<file path="config.mk">
export PLATFORM = sky130hd
export DESIGN_NAME = tlb_refill_walker
export DESIGN_NICKNAME = d
export VERILOG_FILES = /design/src/rtl/tlb_pkg.sv /design/src/rtl/tlb_victim_ptr.sv /design/src/rtl/tlb_refill_walker.sv
export SDC_FILE = /design/constraint.sdc
export NUM_CORES = 1
export LEC_CHECK = 0
export BUFFER_PORTS_ARGS = -buffer_cell sky130_fd_sc_hd__buf_2
export CAP_MARGIN = 25
export CORE_AREA = 2 2 116 118
export DETAILED_ROUTE_END_ITERATION = 6
export DIE_AREA = 0 0 118 120
export PLACE_DENSITY = 0.81
export SETUP_SLACK_MARGIN = 0.15
export SKIP_CTS_REPAIR_TIMING = 1
export SLEW_MARGIN = 20
export SYNTH_ARGS = -nofsm -noshare
export SYNTH_HDL_FRONTEND = slang
export SYNTH_HIERARCHICAL = 1
export SYNTH_SLANG_ARGS = --single-unit
</file>
<file path="constraint.sdc">
create_clock -name clk -period 2.65 [get_ports clk]
set_clock_uncertainty 0.15 [all_clocks]
set_input_delay 0.1325 -clock clk [delete_from_list [all_inputs] [get_ports clk]]
set_output_delay 0.1325 -clock clk [all_outputs]
set_load 0.1 [all_outputs]
</file>
<file path="src/rtl/tlb_pkg.sv">
// Shared widths, PTE field positions and walker state encoding for the TLB refill path.
package tlb_pkg;

  localparam int VPN_W   = 34;
  localparam int PFN_W   = 26;
  localparam int PA_W    = PFN_W + 12;
  localparam int ENTRIES = 64;
  localparam int IDX_W   = $clog2(ENTRIES);
  localparam int LVL_IDX_W = 17;

  localparam int PTE_V       = 0;
  localparam int PTE_L       = 1;
  localparam int PTE_PFN_MSB = 35;
  localparam int PTE_PFN_LSB = 10;

  typedef enum logic [2:0] {
    ST_IDLE    = 3'd0,
    ST_L1_REQ  = 3'd1,
    ST_L1_WAIT = 3'd2,
    ST_L2_REQ  = 3'd3,
    ST_L2_WAIT = 3'd4,
    ST_REFILL  = 3'd5,
    ST_FAULT   = 3'd6
  } walk_state_e;

  // Table base plus 8-byte PTE offset; the sum deliberately wraps at PA_W bits.
  function automatic logic [PA_W-1:0] pte_addr(input logic [PFN_W-1:0] base,
                                               input logic [LVL_IDX_W-1:0] idx);
    return {base, 12'b0} + {{(PA_W-LVL_IDX_W-3){1'b0}}, idx, 3'b000};
  endfunction

endpackage

</file>
<file path="src/rtl/tlb_victim_ptr.sv">
// Round-robin victim selector for the TLB CAM; advances only when a refill is written.
module tlb_victim_ptr
  import tlb_pkg::*;
(
  input  logic             clk,
  input  logic             rst_n,
  input  logic             inc_i,
  output logic [IDX_W-1:0] ptr_o
);

  logic [IDX_W-1:0] ptr_q;

  always_ff @(posedge clk or negedge rst_n) begin
    if (!rst_n) begin
      ptr_q <= '0;
    end else if (inc_i) begin
      ptr_q <= ptr_q + IDX_W'(1);
    end
  end

  assign ptr_o = ptr_q;

endmodule

</file>
<file path="src/rtl/tlb_refill_walker.sv">
// Two-level page-table walker: turns a TLB miss into either a CAM refill write or a fault strobe.
module tlb_refill_walker
  import tlb_pkg::*;
(
  input  logic             clk,
  input  logic             rst_n,
  input  logic [PFN_W-1:0] ptbr_pfn,
  input  logic             miss_valid,
  input  logic [VPN_W-1:0] miss_vpn,
  output logic             miss_ready,
  output logic             mem_req_valid,
  output logic [PA_W-1:0]  mem_req_addr,
  input  logic             mem_req_ready,
  input  logic             mem_resp_valid,
  input  logic [63:0]      mem_resp_data,
  output logic             refill_valid,
  output logic [IDX_W-1:0] refill_index,
  output logic [VPN_W-1:0] refill_vpn,
  output logic [PFN_W-1:0] refill_pfn,
  output logic             fault_valid,
  output logic [VPN_W-1:0] fault_vpn,
  output logic             fault_level
);

  walk_state_e      state_q, state_d;
  logic [VPN_W-1:0] vpn_q, vpn_d;
  logic [PFN_W-1:0] ptbr_q, ptbr_d;
  logic [PFN_W-1:0] pfn_q, pfn_d;
  logic             faultLevel_q, faultLevel_d;
  logic [IDX_W-1:0] victimPtr;

  logic             pteV, pteL;
  logic [PFN_W-1:0] ptePfn;
  logic             unusedPteBits;

  assign pteV          = mem_resp_data[PTE_V];
  assign pteL          = mem_resp_data[PTE_L];
  assign ptePfn        = mem_resp_data[PTE_PFN_MSB:PTE_PFN_LSB];
  assign unusedPteBits = ^{mem_resp_data[63:PTE_PFN_MSB+1], mem_resp_data[PTE_PFN_LSB-1:2]};

  always_ff @(posedge clk or negedge rst_n) begin
    if (!rst_n) begin
      state_q      <= ST_IDLE;
      vpn_q        <= '0;
      ptbr_q       <= '0;
      pfn_q        <= '0;
      faultLevel_q <= 1'b0;
    end else begin
      state_q      <= state_d;
      vpn_q        <= vpn_d;
      ptbr_q       <= ptbr_d;
      pfn_q        <= pfn_d;
      faultLevel_q <= faultLevel_d;
    end
  end

  // pfn_q holds the L2 table base during the second level, then the leaf PFN for the refill.
  always_comb begin
    state_d      = state_q;
    vpn_d        = vpn_q;
    ptbr_d       = ptbr_q;
    pfn_d        = pfn_q;
    faultLevel_d = faultLevel_q;
    case (state_q)
      ST_IDLE: begin
        if (miss_valid) begin
          vpn_d   = miss_vpn;
          ptbr_d  = ptbr_pfn;
          state_d = ST_L1_REQ;
        end
      end
      ST_L1_REQ:  if (mem_req_ready) state_d = ST_L1_WAIT;
      ST_L1_WAIT: begin
        if (mem_resp_valid) begin
          if (!pteV || pteL) begin
            faultLevel_d = 1'b0;
            state_d      = ST_FAULT;
          end else begin
            pfn_d   = ptePfn;
            state_d = ST_L2_REQ;
          end
        end
      end
      ST_L2_REQ:  if (mem_req_ready) state_d = ST_L2_WAIT;
      ST_L2_WAIT: begin
        if (mem_resp_valid) begin
          if (!pteV || !pteL) begin
            faultLevel_d = 1'b1;
            state_d      = ST_FAULT;
          end else begin
            pfn_d   = ptePfn;
            state_d = ST_REFILL;
          end
        end
      end
      ST_REFILL: state_d = ST_IDLE;
      ST_FAULT:  state_d = ST_IDLE;
      default:   state_d = ST_IDLE;
    endcase
  end

  always_comb begin
    mem_req_addr = '0;
    case (state_q)
      ST_L1_REQ: mem_req_addr = pte_addr(ptbr_q, vpn_q[33:17]);
      ST_L2_REQ: mem_req_addr = pte_addr(pfn_q, vpn_q[16:0]);
      default:   mem_req_addr = '0;
    endcase
  end

  assign miss_ready    = (state_q == ST_IDLE);
  assign mem_req_valid = (state_q == ST_L1_REQ) || (state_q == ST_L2_REQ);

  // Data outputs are forced to zero whenever their strobe is low.
  assign refill_valid = (state_q == ST_REFILL);
  assign refill_index = refill_valid ? victimPtr : '0;
  assign refill_vpn   = refill_valid ? vpn_q : '0;
  assign refill_pfn   = refill_valid ? pfn_q : '0;
  assign fault_valid  = (state_q == ST_FAULT);
  assign fault_vpn    = fault_valid ? vpn_q : '0;
  assign fault_level  = fault_valid & faultLevel_q;

  tlb_victim_ptr u_victim_ptr (
    .clk   (clk),
    .rst_n (rst_n),
    .inc_i (refill_valid),
    .ptr_o (victimPtr)
  );

endmodule

</file>
======== Word level (Yosys, flattened, before mapping) ========
Cells that the tools add are included.
word-level totals
  register bits after elaboration ......... 96
  input port bits ......................... 129
  output and inout bits ................... 143
  logic and storage cells ................. 59
operators by class
  $add $sub $neg .......................... 3
  eq/ne operators ......................... 15
  mux-type cells .......................... 23
  bitwise gates (word level) .............. 1
  reductions and logical operators ........ 11
operators with widths
  operator                                       number
  two-way mux 26 bit                             5
  adder 38 x 20 -> 38 bit                        2
  one-hot mux 38 bit (2 select lines)            1
  two-way mux 34 bit                             2
  one-hot mux 26 bit (2 select lines)            1
  two-way mux 3 bit                              6
  != test 2 bit, second input constant           9
  one-hot mux 3 bit (5 select lines)             1
  AND reduction 5 bit                            3
  == test 3 bit, second input constant           3
  adder 6 x 1 -> 6 bit, second input constant    1
  == test 3 x 2 -> 1 bit, second input constant  2
  two-way mux 6 bit                              1
  two-way mux 1 bit                              4
  == test 3 x 1 -> 1 bit, second input constant  1
  logical NOT 3 bit                              1
  logical OR 1 bit                               3
  logical NOT 1 bit                              2
  two-way mux 2 bit                              1
  one-hot mux 1 bit (2 select lines)             1
  AND reduction 2 bit                            1
  nonzero test 2 bit                             1
  AND 1 bit                                      1

======== Longest topological paths before layout ========
Gate-level depths: netlist (run 1).
  word-level depth ........................ 5
  depth in mapped cells ................... 9
  mapped depth without buffers ............ 9

======== Hierarchy ========
The synthesis (run 1) kept the hierarchy.
by module, submodules not included
  module             times used  cells each  area an instance (um^2)  seq. area each (um^2)
  tlb_refill_walker  1           606         5987.0                   2252.2
  tlb_victim_ptr     1           18          250.2                    150.1

======== Worst setup path after synthesis (run 1) ========
Ideal clock, no wire load.
  path type ............................... flip-flop to output port
  from .................................... register vpn_q[26]
  to ...................................... output port mem_req_addr[24]
  data arrival time ....................... 4.210 ns
  data required time ...................... 2.368 ns
  path slack .............................. -1.843 ns
  cell stages (with the launch flop) ...... 10
  buffers on the path ..................... 0
  path through ............................ dfrtp_1 > ha_1 > inv_1 > fa_1 > nor2b_1 > o31ai_1 > a2111oi_0 > xor2_1 > nor2_1 > a211oi_1
between the ends
  longest elaborated chain between the ends .. 2
ends and longest elaborated chain
  item                                 line                      source
  start, declared                      tlb_refill_walker.sv:26   logic [VPN_W-1:0] vpn_q, vpn_d;
  start signal, assigned               tlb_refill_walker.sv:50   vpn_q <= vpn_d;
  adder 38 x 20 -> 38 bit              tlb_pkg.sv:29             return {base, 12'b0} + {{(PA_W-LVL_IDX_W-3){1'b0}}, idx, 3'b000};
  one-hot mux 38 bit (2 select lines)  tlb_refill_walker.sv:104  case (state_q)
  end, declared                        tlb_refill_walker.sv:12   output logic [PA_W-1:0] mem_req_addr,
No other way between the ends.

======== Final worst setup path (run 1) ========
  from .................................... register vpn_q[15]
  to ...................................... output port mem_req_addr[23]
Same word-level chain as after synthesis.

==> summary.md, run 1 <==
| Metric | Value |
|---|---|
| Outcome | `finished with violations` |
| Failing checks | `negative setup slack` |
| Tot GR Track Use | `26.78%` |
| Most frequent cell after synthesis | `and2_1` |
| Die area | `0.01416 sq mm` |
| Largest net degree at the start of global routing | `51` |
| Core area | `0.01298 sq mm` |
| CTS max path bufs | `2` |
| Crit Path Max Fanout | `5` |
| Final Hold Violating Endpoints | `0` |
| Max-slew headroom | `50.87%` |
| N_diodes | `0` |
| Residual DRC | `0` |
| TritonCTS Buffers | `9` |
| Mapped Avg Cell Area | `9.996 sq um` |
| Crit end category | `output port` |
| Crit path max-delay family | `compound AO/OA/AOI/OAI gates` |
| Routability cong. | `0.8746` |
| FFs w/ async S/R, synth | `100.0%` |
| F_max | `321.7 MHz` |
| Routed vias | `6780` |
| Post-synth top flop | `dfrtp_1` |
| Critical Path RT | `2370 ps` |
| CTS Sinks | `96` |
| # rows | `42` |
| Synth top area cells | `dfrtp_1, mux2_2, and2_1` |
| CP startpoint kind | `flop` |
| Net count, final | `1127` |
| Leading area contributor after synthesis | `dfrtp_1` |
| Mux cell area share after synthesis | `16.73%` |
| Starting density of the core | `48.05%` |
| Number of global-route vias before repair | `5689` |
| First-pass GRT wire length | `30040 um` |
| Share of layout cells above drive strength 1 | `58.74%` |
| Port bufs | `232` |
| Main combinational cell family by area after synthesis | `simple AND/OR/NAND/NOR gates` |
| CTS tree | `done` |
| Worst Slack Setup Final | `-458.1 ps` |
| DR vias/cell | `5.845` |
| Layout area overhead | `78.96%` |
| Die width | `118 um` |
| Minimum clock period | `3108 ps` |
| Post-Synth Adder-Cell Area | `4.052%` |
| Synth Register Bits | `96` |
| Top Ports | `272` |
| Top cell type's share of synthesized area | `38.52%` |
| CP cell instances | `ha_4 -> a211oi_1 -> o22ai_2 -> nor2_2 -> buf_4 -> buf_8 -> nor2_4 -> xnor2_2 -> o22ai_4 -> buf_12` |
| Final max-slew violation count | `0` |
| Slew @ Worst Pin | `735.2 ps` |
| Simple-gate area share of the yosys netlist | `20.64%` |
| HPWL Detailed | `14050 um` |
| Chip Height | `120 um` |
| Synth cell count leaders | `and2_1, dfrtp_1, mux2_2` |
| Type of the tightest min-delay check | `primary input to flop` |
| Post-synth EDFFs | `0` |
| Root Buffer | `clkbuf_16` |
| RSZ-0062 raised after global routing | `true` |
| Xor/xnor share of the synthesized area | `6.740%` |
| Syn Inst Count | `624` |
| Yosys warning count | `6` |
| Slowest-stage cell, CP | `dfrtp_1` |
| Worst-Skew Late Latency | `350 ps` |
| DRT antenna net count | `0` |
| Critical Path AT | `2830 ps` |
| Buf/Inv on CP | `3` |
| Crit path kind | `flop to output port` |
| DR pass1 iterations | `6` |
| Fin util | `85.99%` |
| Final wirelength | `26240 um` |
| Initial DRC count | `806` |
| Max cap viols | `0` |
| Seq/Total Area, Yosys | `38.52%` |
| Placed cells | `1036` |
| Htree depth | `3` |
| Gr ovfl total | `0` |
| Final worst-path cycle share | `117.3%` |
| Initial antenna violation count | `0` |
| Final Non-Filler Cells | `1160` |
| WL/cell | `22.62 um` |
| Clock-pin transition on the worst setup and hold timing paths | `70 ps` |
| Synth cell types | `54` |
| Max incr delay on CP | `430 ps` |
| Post-synthesis compound-gate area fraction | `9.629%` |
| Synthesized cell area | `0.006237 sq mm` |
| Endpoints failing setup | `20` |
[sequential cells by signal, indices dropped and copies added (netlist names)]
register and flops:
vpn_q 34, pfn_q 26, ptbr_q 26, u_victim_ptr/ptr_o 6
state_q 3, faultLevel_q 1
[routing by layer]
layer / up-vias / global-route usage, % / wire length [um] / part of all wire, %
met3: 128 / 6.369 / 1663 / 6.3
met1: 3381 / 33.55 / 9270 / 35
li1: 2872 / - / - / -
met2: 399 / 45.71 / 13570 / 52
met4: 0 / 8.660 / 1736 / 6.6
met5: - / 0 / 0 / 0
[per-stage QoR]
| step | hold slack [ps] | area [sq um] | setup WS [ps] | TNS, ps |
|---|---|---|---|---|
| finish | 100.7 | 11160 | -458.1 | -7030 |
| global route | 88.19 | 11160 | -500.3 | -8059 |
| CTS | -332.9 | 9437 | -427.5 | -6155 |
| detailed placement | 38.45 | 9117 | -55.97 | -112.4 |
| global placement | 40.41 | 9117 | -0.4186 | -0.4186 |
| floorplan | -313.1 | 6723 | -392.7 | -21020 |
[worst reg2reg max path: stages (launching register included)]
cell	delay (ps)
dfrtp_2	510
buf_4	270
mux2_2	360
o22a_1	200
o22ai_1	310
mux2i_1	260
o221ai_1	130
[placed cells by master (no fill, tap or decap), types with 5 or more instances in the layout]
master and n:
mux2i_1 12, o211ai_1 5, nor2_4 5, dfrtp_1 92, buf_2 167, xnor2_1 11, xor2_1 11, ha_4 12
a211oi_4 7, clkbuf_16 9, nand3_1 10, xnor2_2 9, mux2_2 82, nor2_1 12, o22ai_1 5, nand2_1 29
buf_12 64, o22ai_4 12, nor3_2 6, nand3_2 5, nor2_2 13, o21ai_0 11, a21oi_1 7, clkbuf_4 6
and2_2 49, inv_1 9, dlygate4sd3_1 89, nand4_1 11, xor2_2 16, and2_1 53, buf_4 47, a21oi_4 5
[final timing paths]
| check | startpoint | endpoint | slack, ps | cells past startpoint |
|---|---|---|---|---|
| min in group asynchronous | rst_n | u_victim_ptr/ptr_o[5] | 190 | 2 |
| hold reg to reg | u_victim_ptr/ptr_o[5] | u_victim_ptr/ptr_o[5] | 310 | 1 |
| setup reg to reg | state_q[1] | state_q[1] | 340 | 6 |
| max in group asynchronous | rst_n | vpn_q[16] | 1430 | 3 |
| setup / recovery | vpn_q[15] | mem_req_addr[23] | -460 | 10 |
| hold / removal | mem_resp_valid | state_q[0] | 100 | 3 |
[cells by family after synthesis]
kind of cell / after synthesis
simple gates: 228
flops: 96
mux: 94
compound gates: 89
buf+inv: 49
xor+xnor: 48
fa+ha+maj: 19
other cells: 1
[cell type report]
class | count | area, sq um
multi-input combinational | 481 | 4697
clock inverter | 2 | 35.03
timing repair buffer | 378 | 3466
inverter | 13 | 52.55
clock buffer | 14 | 284.0
fill | 605 | 1818
tap | 176 | 220.2
sequential | 96 | 2407
Power of run 1 is left out: the tool's default activity adds up to more than one toggle a clock period on the data nets, which glitch-free logic cannot reach.
==> run 2: changes to the inputs <==
CORE_AREA = 2 2 123 125   (was 2 2 116 118)
DIE_AREA = 0 0 125 127   (was 0 0 118 120)
PLACE_DENSITY = 0.76   (was 0.81)
clock period = 2.6 ns   (was 2.65 ns; I/O delays follow)
==> run 2 against run 1 <==
The run still ends with negative setup slack left. Via count is 7.0% lower. Non-clock buffer count increased by 10. First-iteration DRC count is 55% lower. Design area increased by 2.0%. Worst setup slack improved by 14 ps. Final cell count up 1.6%. Critical path type unchanged.
==> summary.md, run 2 (synthesis gave the netlist of run 1 again) <==
| Metric | Value |
|---|---|
| HPWL Detailed | `14780 um (+5.2%)` |
| F_max | `328.5 MHz` |
| Crit end category | `output port` |
| CTS tree | `done` |
| Slew @ Worst Pin | `552.8 ps (-182.4 ps)` |
| CTS max path bufs | `2 (unchanged)` |
| Worst-Skew Late Latency | `360 ps (about the same)` |
| Lkg Pwr | `4.970 nW` |
| Dpl cell area | `0.009543 sq mm (+4.7%)` |
| RR Endpoint | `pfn_q[24]` |
| WL/cell | `20.08 um (-11%)` |
| # rows | `44 (+4.8%)` |
| Setup tns final | `-6541 ps (+489.5 ps)` |
| Port bufs | `232 (unchanged)` |
| R2R Setup Slk | `300 ps (-40 ps)` |
| Max cap viols | `0 (unchanged)` |
| Layout area overhead | `82.55%` |
| Fin util | `78.94% (-7.1 points)` |
| RSZ-0062 raised after global routing | `true` |
| Number of global-route vias before repair | `5846 (+2.8%)` |
| Hold path startpoint | `mem_resp_valid` |
| Sw Ratio | `53.46%` |
| Failing checks | `negative setup slack` |
| Die area | `0.01588 sq mm (+12%)` |
| Critical Path RT | `2320 ps (-50 ps)` |
| Net count, final | `1137 (+0.89%)` |
| Endpoints failing setup | `22 (+10%)` |
| Root Buffer | `clkbuf_16` |
| Chip Height | `127 um (+5.8%)` |
| Htree depth | `3 (unchanged)` |
| Biggest regs | `vpn_q (34), pfn_q (26), ptbr_q (26)` |
| Worst Slack Setup Final | `-444.5 ps (+13.66 ps)` |
| Initial antenna violation count | `0 (unchanged)` |
| Combinational share of power | `72.6%` |
| CTS Sinks | `96 (unchanged)` |
| Worst Hold Path EP | `state_q[0]` |
| Routed vias | `6306 (-7.0%)` |
| Sequential share of power | `18.6%` |
| Final worst-path cycle share | `117.1%` |
| Worst reg-to-reg path cell count | `6 (unchanged)` |
| Minimum clock period | `3044 ps` |
| PD cells | `1509 mW/mm^2` |
| Final wirelength | `23650 um (-9.8%)` |
| Starting density of the core | `43.24% (-4.8 points)` |
| CP startpoint kind | `flop` |
| Reg-to-reg critical path startpoint | `state_q[1]` |
| Clock network fraction of total power | `8.7%` |
| Crit Path Max Fanout | `4 (-1)` |
| Largest Register | `vpn_q` |
| Initial DRC count | `364 (-55%)` |
| Die width | `125 um (+5.9%)` |
| Most frequent cells in the layout | `buf_2, dfrtp_1, dlygate4sd3_1, mux2_2, buf_12` |
| DR vias/cell | `5.353 (-8.4%)` |
| Switch Pwr | `0.009183 W` |
| Final max-slew violation count | `0 (unchanged)` |
| Gr ovfl total | `0 (unchanged)` |
| Outcome | `finished with violations` |
| Largest net degree at the start of global routing | `67 (+31%)` |
| N_diodes | `0 (unchanged)` |
| TritonCTS Buffers | `9 (unchanged)` |
| Core area | `0.01442 sq mm (+11%)` |
| Clock-pin transition on the worst setup and hold timing paths | `70 ps (about the same)` |
| WHS | `70.31 ps (-30.36 ps)` |
| First-pass GRT wire length | `31420 um (+4.6%)` |
| Commonest non-fill, non-tap cell in the layout | `buf_2` |
| DRT antenna net count | `0 (unchanged)` |
| Top Ports | `272 (unchanged)` |
| Residual DRC | `0 (unchanged)` |
| Crit path kind | `flop to output port` |
| Share of layout cells above drive strength 1 | `56.64% (-2.1 points)` |
| Max FFs per register | `34 (unchanged)` |
| Final Hold Violating Endpoints | `0 (unchanged)` |
| Max-slew headroom | `63.15% (+12 points)` |
| Hold depth | `3 (unchanged)` |
| Type of the tightest min-delay check | `primary input to flop` |
| Peak supply drop | `0.8186 mV` |
| Internal power | `0.007995 W` |
| Design Area, Final | `0.01139 sq mm (+2.0%)` |
| DR pass1 iterations | `5 (-1)` |
| Routability cong. | `0.9123 (+4.3%)` |
| Tot GR Track Use | `24.69% (-2.1 points)` |
| Critical Path AT | `2760 ps (-70 ps)` |
## run 2: cell count changes in the layout (fill, tap and decap cells not counted), sizes merged
cell / before / now
clkbuf: 20 / 29
clkinvlp: 1 / 4
clkinv: 1 / 0
buf: 283 / 280
inv: 12 / 13
bufinv: 1 / 2
## run 2: power groups by stage
| stage | Sequential (W) | Clock [W] | Combinational (W) |
|---|---|---|---|
| floorplan | 0.00278 | 0 | 0.00803 |
| global route | 0.00328 | 0.00159 | 0.0130 |
| finish | 0.00320 | 0.00150 | 0.0125 |
| global placement | 0.00303 | 0 | 0.0110 |
| detailed placement | 0.00307 | 0 | 0.0112 |
| CTS | 0.00307 | 0.00151 | 0.0112 |
## run 2: worst max-delay path by stage
stage	start	slack [ps]	endpoint
3_3_place_gp	vpn_q[26]	-10	mem_req_addr[24]
3_5_place_dp	vpn_q[29]	-50	mem_req_addr[27]
6_report	vpn_q[26]	-440	mem_req_addr[30]
2_1_floorplan	state_q[2]	-440	ptbr_q[25]
4_1_cts	vpn_q[29]	-480	mem_req_addr[27]
5_1_grt	vpn_q[26]	-540	mem_req_addr[30]
## run 2: cell type report
class,count,area [sq um]
inverter,13,52.55
tap,184,230.2
timing repair buffer,388,3867
sequential,96,2406
clock inverter,6,91.34
fill,828,3038
multi-input combinational,481,4499
clock buffer,10,239.0
## run 2: per-layer routing
| metal | track usage (%) | part of all wire (%) | up-vias |
|---|---|---|---|
| met3 | 5.779 | 4.9 | 40 |
| met5 | 0 | 0 | - |
| met2 | 40.25 | 52 | 205 |
| met1 | 32.27 | 41 | 3152 |
| met4 | 9.216 | 2.3 | 0 |
| li1 | - | - | 2909 |
## run 2: worst max-delay path, stage by stage (launching register included)
cell	delay, ps
dfrtp_1	370
ha_2	200
inv_2	40
fa_2	370
nor2b_4	150
o31ai_4	130
a211oi_4	340
and4_1	280
nor3_2	70
a211oi_4	230
buf_12	210
## run 2: per-stage QoR
step | setup WS (ps) | std cells | total power, W
floorplan | -442.7 | 626 | 0.01081
detailed placement | -49.46 | 1054 | 0.01424
global placement | -10.70 | 1054 | 0.01405
global route | -541.2 | 1178 | 0.01785
finish | -444.5 | 1178 | 0.01718
CTS | -479.0 | 1070 | 0.01582
Note: power is estimated with default switching activity, not from simulation.
==> run 3: changes to the inputs <==
CORE_AREA = 2 2 116 118   (was 2 2 123 125)
DIE_AREA = 0 0 118 120   (was 0 0 125 127)
PLACE_DENSITY = 0.81   (was 0.76)
clock period = 3.13 ns   (was 2.6 ns; I/O delays follow)
==> run 3 against run 2 <==
The flow still finishes with violations (negative setup slack). Final cell count decreased by 4.2%. Clock power down 8%. Register-to-register slack better by 240 ps. Critical path depth down 2.
==> summary.md, run 3 (synthesis gave the netlist of run 1 again) <==
| Metric | Value |
|---|---|
| Routability cong. | `0.9256 (+1.5%)` |
| DRT antenna net count | `0 (unchanged)` |
| F_max | `308.4 MHz` |
| Crit path kind | `flop to output port` |
| Fin util | `87.08% (+8.1 points)` |
| Largest net degree at the start of global routing | `67 (unchanged)` |
| Root Buffer | `clkbuf_16` |
| RSZ-0062 raised after global routing | `true` |
| Max-slew headroom | `48.92% (-14 points)` |
| Sw Ratio | `55.08% (+1.6 points)` |
| Peak supply drop | `0.6586 mV (-20%)` |
| Worst Slack Setup Final | `-112.2 ps (+332.3 ps)` |
| Residual DRC | `0 (unchanged)` |
| WL/cell | `24.21 um (+21%)` |
| Most frequent cells in the layout | `buf_12, buf_2, and2_1, dfrtp_1, dlygate4sd3_1` |
| Worst reg-to-reg path cell count | `6 (unchanged)` |
| Minimum clock period | `3242 ps` |
| Outcome | `finished with violations` |
| Final worst-path cycle share | `103.6%` |
| Starting density of the core | `48.05% (+4.8 points)` |
| TritonCTS Buffers | `9 (unchanged)` |
| CP cell instances | `ha_4 -> nand4_1 -> nor3_4 -> nor2_4 -> or3_4 -> xor2_4 -> a211oi_4 -> buf_12` |
| Critical Path RT | `2820 ps (+500 ps)` |
| Max cap viols | `0 (unchanged)` |
| CTS Sinks | `96 (unchanged)` |
| Slowest-stage cell, CP | `dfrtp_1` |
| Chip Height | `120 um (-5.5%)` |
| Crit end category | `output port` |
| Lkg Pwr | `4.825 nW (-2.9%)` |
| CP startpoint kind | `flop` |
| Initial DRC count | `663 (+82%)` |
| Die area | `0.01416 sq mm (-11%)` |
| Type of the tightest min-delay check | `primary input to flop` |
| Final max-slew violation count | `0 (unchanged)` |
| DR pass1 iterations | `5 (unchanged)` |
| # rows | `42 (-4.5%)` |
| Largest Register | `vpn_q` |
| Routed vias | `6704 (+6.3%)` |
| Buf/Inv on CP | `1 (-1)` |
| Reg-to-reg critical path startpoint | `state_q[1]` |
| DR vias/cell | `5.943 (+11%)` |
| CTS max path bufs | `2 (unchanged)` |
| Worst-Skew Late Latency | `360 ps (about the same)` |
| Port bufs | `232 (unchanged)` |
| Htree depth | `3 (unchanged)` |
| Critical Path AT | `2940 ps (+180 ps)` |
| Worst Hold Path EP | `state_q[0]` |
| Hold path startpoint | `mem_resp_valid` |
| WHS | `81.77 ps (+11.46 ps)` |
| Crit path max-delay family | `simple AND/OR/NAND/NOR gates` |
| PD cells | `1218 mW/mm^2 (-19%)` |
| Commonest non-fill, non-tap cell in the layout | `buf_12` |
| Initial antenna violation count | `1 (+1)` |
| Tot GR Track Use | `28.69% (+4.0 points)` |
| First-pass GRT wire length | `31870 um (+1.4%)` |
| Share of layout cells above drive strength 1 | `46.79% (-9.8 points)` |
| Failing checks | `negative setup slack` |
| R2R Setup Slk | `540 ps (+240 ps)` |
| Sequential share of power | `20.5% (+1.9 points)` |
| Number of global-route vias before repair | `5955 (+1.9%)` |
| Clock-pin transition on the worst setup and hold timing paths | `70 ps (about the same)` |
| Max incr delay on CP | `450 ps (+80 ps)` |
| Final wirelength | `27310 um (+15%)` |
| Layout area overhead | `81.22%` |
| Filler Cell Count | `561 (-32%)` |
| Gr ovfl total | `0 (unchanged)` |
| Final Hold Violating Endpoints | `0 (unchanged)` |
| Clock network fraction of total power | `10.0% (+1.3 points)` |
| Slew @ Worst Pin | `759.2 ps (+206.4 ps)` |
| Hold depth | `3 (unchanged)` |
| Core area | `0.01298 sq mm (-10%)` |
| Crit Path Max Fanout | `4 (unchanged)` |
| RR Endpoint | `pfn_q[11]` |
| Die width | `118 um (-5.6%)` |
| Top Ports | `272 (unchanged)` |
| Switch Pwr | `0.007586 W (-17%)` |
| HPWL Detailed | `14930 um (+1.0%)` |
| Biggest regs | `vpn_q (34), pfn_q (26), ptbr_q (26)` |
| CTS tree | `done` |
| Endpoints failing setup | `6 (-73%)` |
| Combinational share of power | `69.4% (-3.2 points)` |
| Setup WS pre-CTS | `162.9 ps (+212.3 ps)` |
| Net count, final | `1095 (-3.7%)` |
| Max FFs per register | `34 (unchanged)` |
| Internal power | `0.006187 W (-23%)` |
## run 3: metal layers
layer | vias to the layer above | part of all wire, % | routed length (um) | GRT usage (%)
li1 | 2820 | - | - | -
met1 | 3319 | 36 | 9718 | 36.07
met2 | 429 | 51 | 14030 | 47.49
met3 | 136 | 7.5 | 2047 | 6.559
met4 | 0 | 5.6 | 1518 | 12.50
met5 | - | 0 | 0 | 0
## run 3: per-stage QoR
stage          setup TNS (ps)  power [W]  cells  instance area, sq um
2_1_floorplan           -6017   0.008365    626                  6362
3_3_place_gp                0    0.01059   1007                  9462
3_5_place_dp                0    0.01083   1007                  9462
4_1_cts                 -1693    0.01224   1022                  9819
5_1_grt                -599.4    0.01417   1128                 11300
6_report               -331.1    0.01377   1128                 11300
## run 3: final cells by class
type | instances | area [sq um] | share of cell area, %
multi-input combinational | 481 | 4178 | 36.96
timing repair buffer | 346 | 4086 | 36.15
sequential | 96 | 2410 | 21.32
clock buffer | 9 | 225.2 | 1.992
tap | 176 | 220.2 | 1.948
clock inverter | 6 | 132.6 | 1.173
inverter | 13 | 48.80 | 0.4317
antenna | 1 | 2.502 | 0.02214
## run 3: worst max path at each step
stage / end / slack (ps) / cells past startpoint / startpoint
2_1_floorplan: mem_req_addr[26] / -560 / 6 / state_q[2]
3_3_place_gp: mem_req_addr[24] / 220 / 10 / vpn_q[26]
3_5_place_dp: mem_req_addr[24] / 160 / 10 / vpn_q[26]
6_report: mem_req_addr[33] / -110 / 8 / pfn_q[5]
4_1_cts: mem_req_addr[24] / -240 / 10 / vpn_q[26]
5_1_grt: mem_req_addr[24] / -150 / 10 / vpn_q[26]
## run 3: power by group through the flow
stage                     Clock, W  Combinational [W]  Sequential, W
final                      0.00138            0.00956        0.00283
after global routing       0.00143            0.00986        0.00288
after CTS                  0.00137            0.00828        0.00259
after detailed placement         0            0.00823        0.00260
after global placement           0            0.00805        0.00254
after floorplan                  0            0.00608        0.00229
## run 3: worst reg2reg max path, delay by kind of cell (launching register included)
family	cells	cell delay, ps
muxes	2	740
buffers and inverters	2	650
DFF	1	490
and+or+nand+nor	2	460
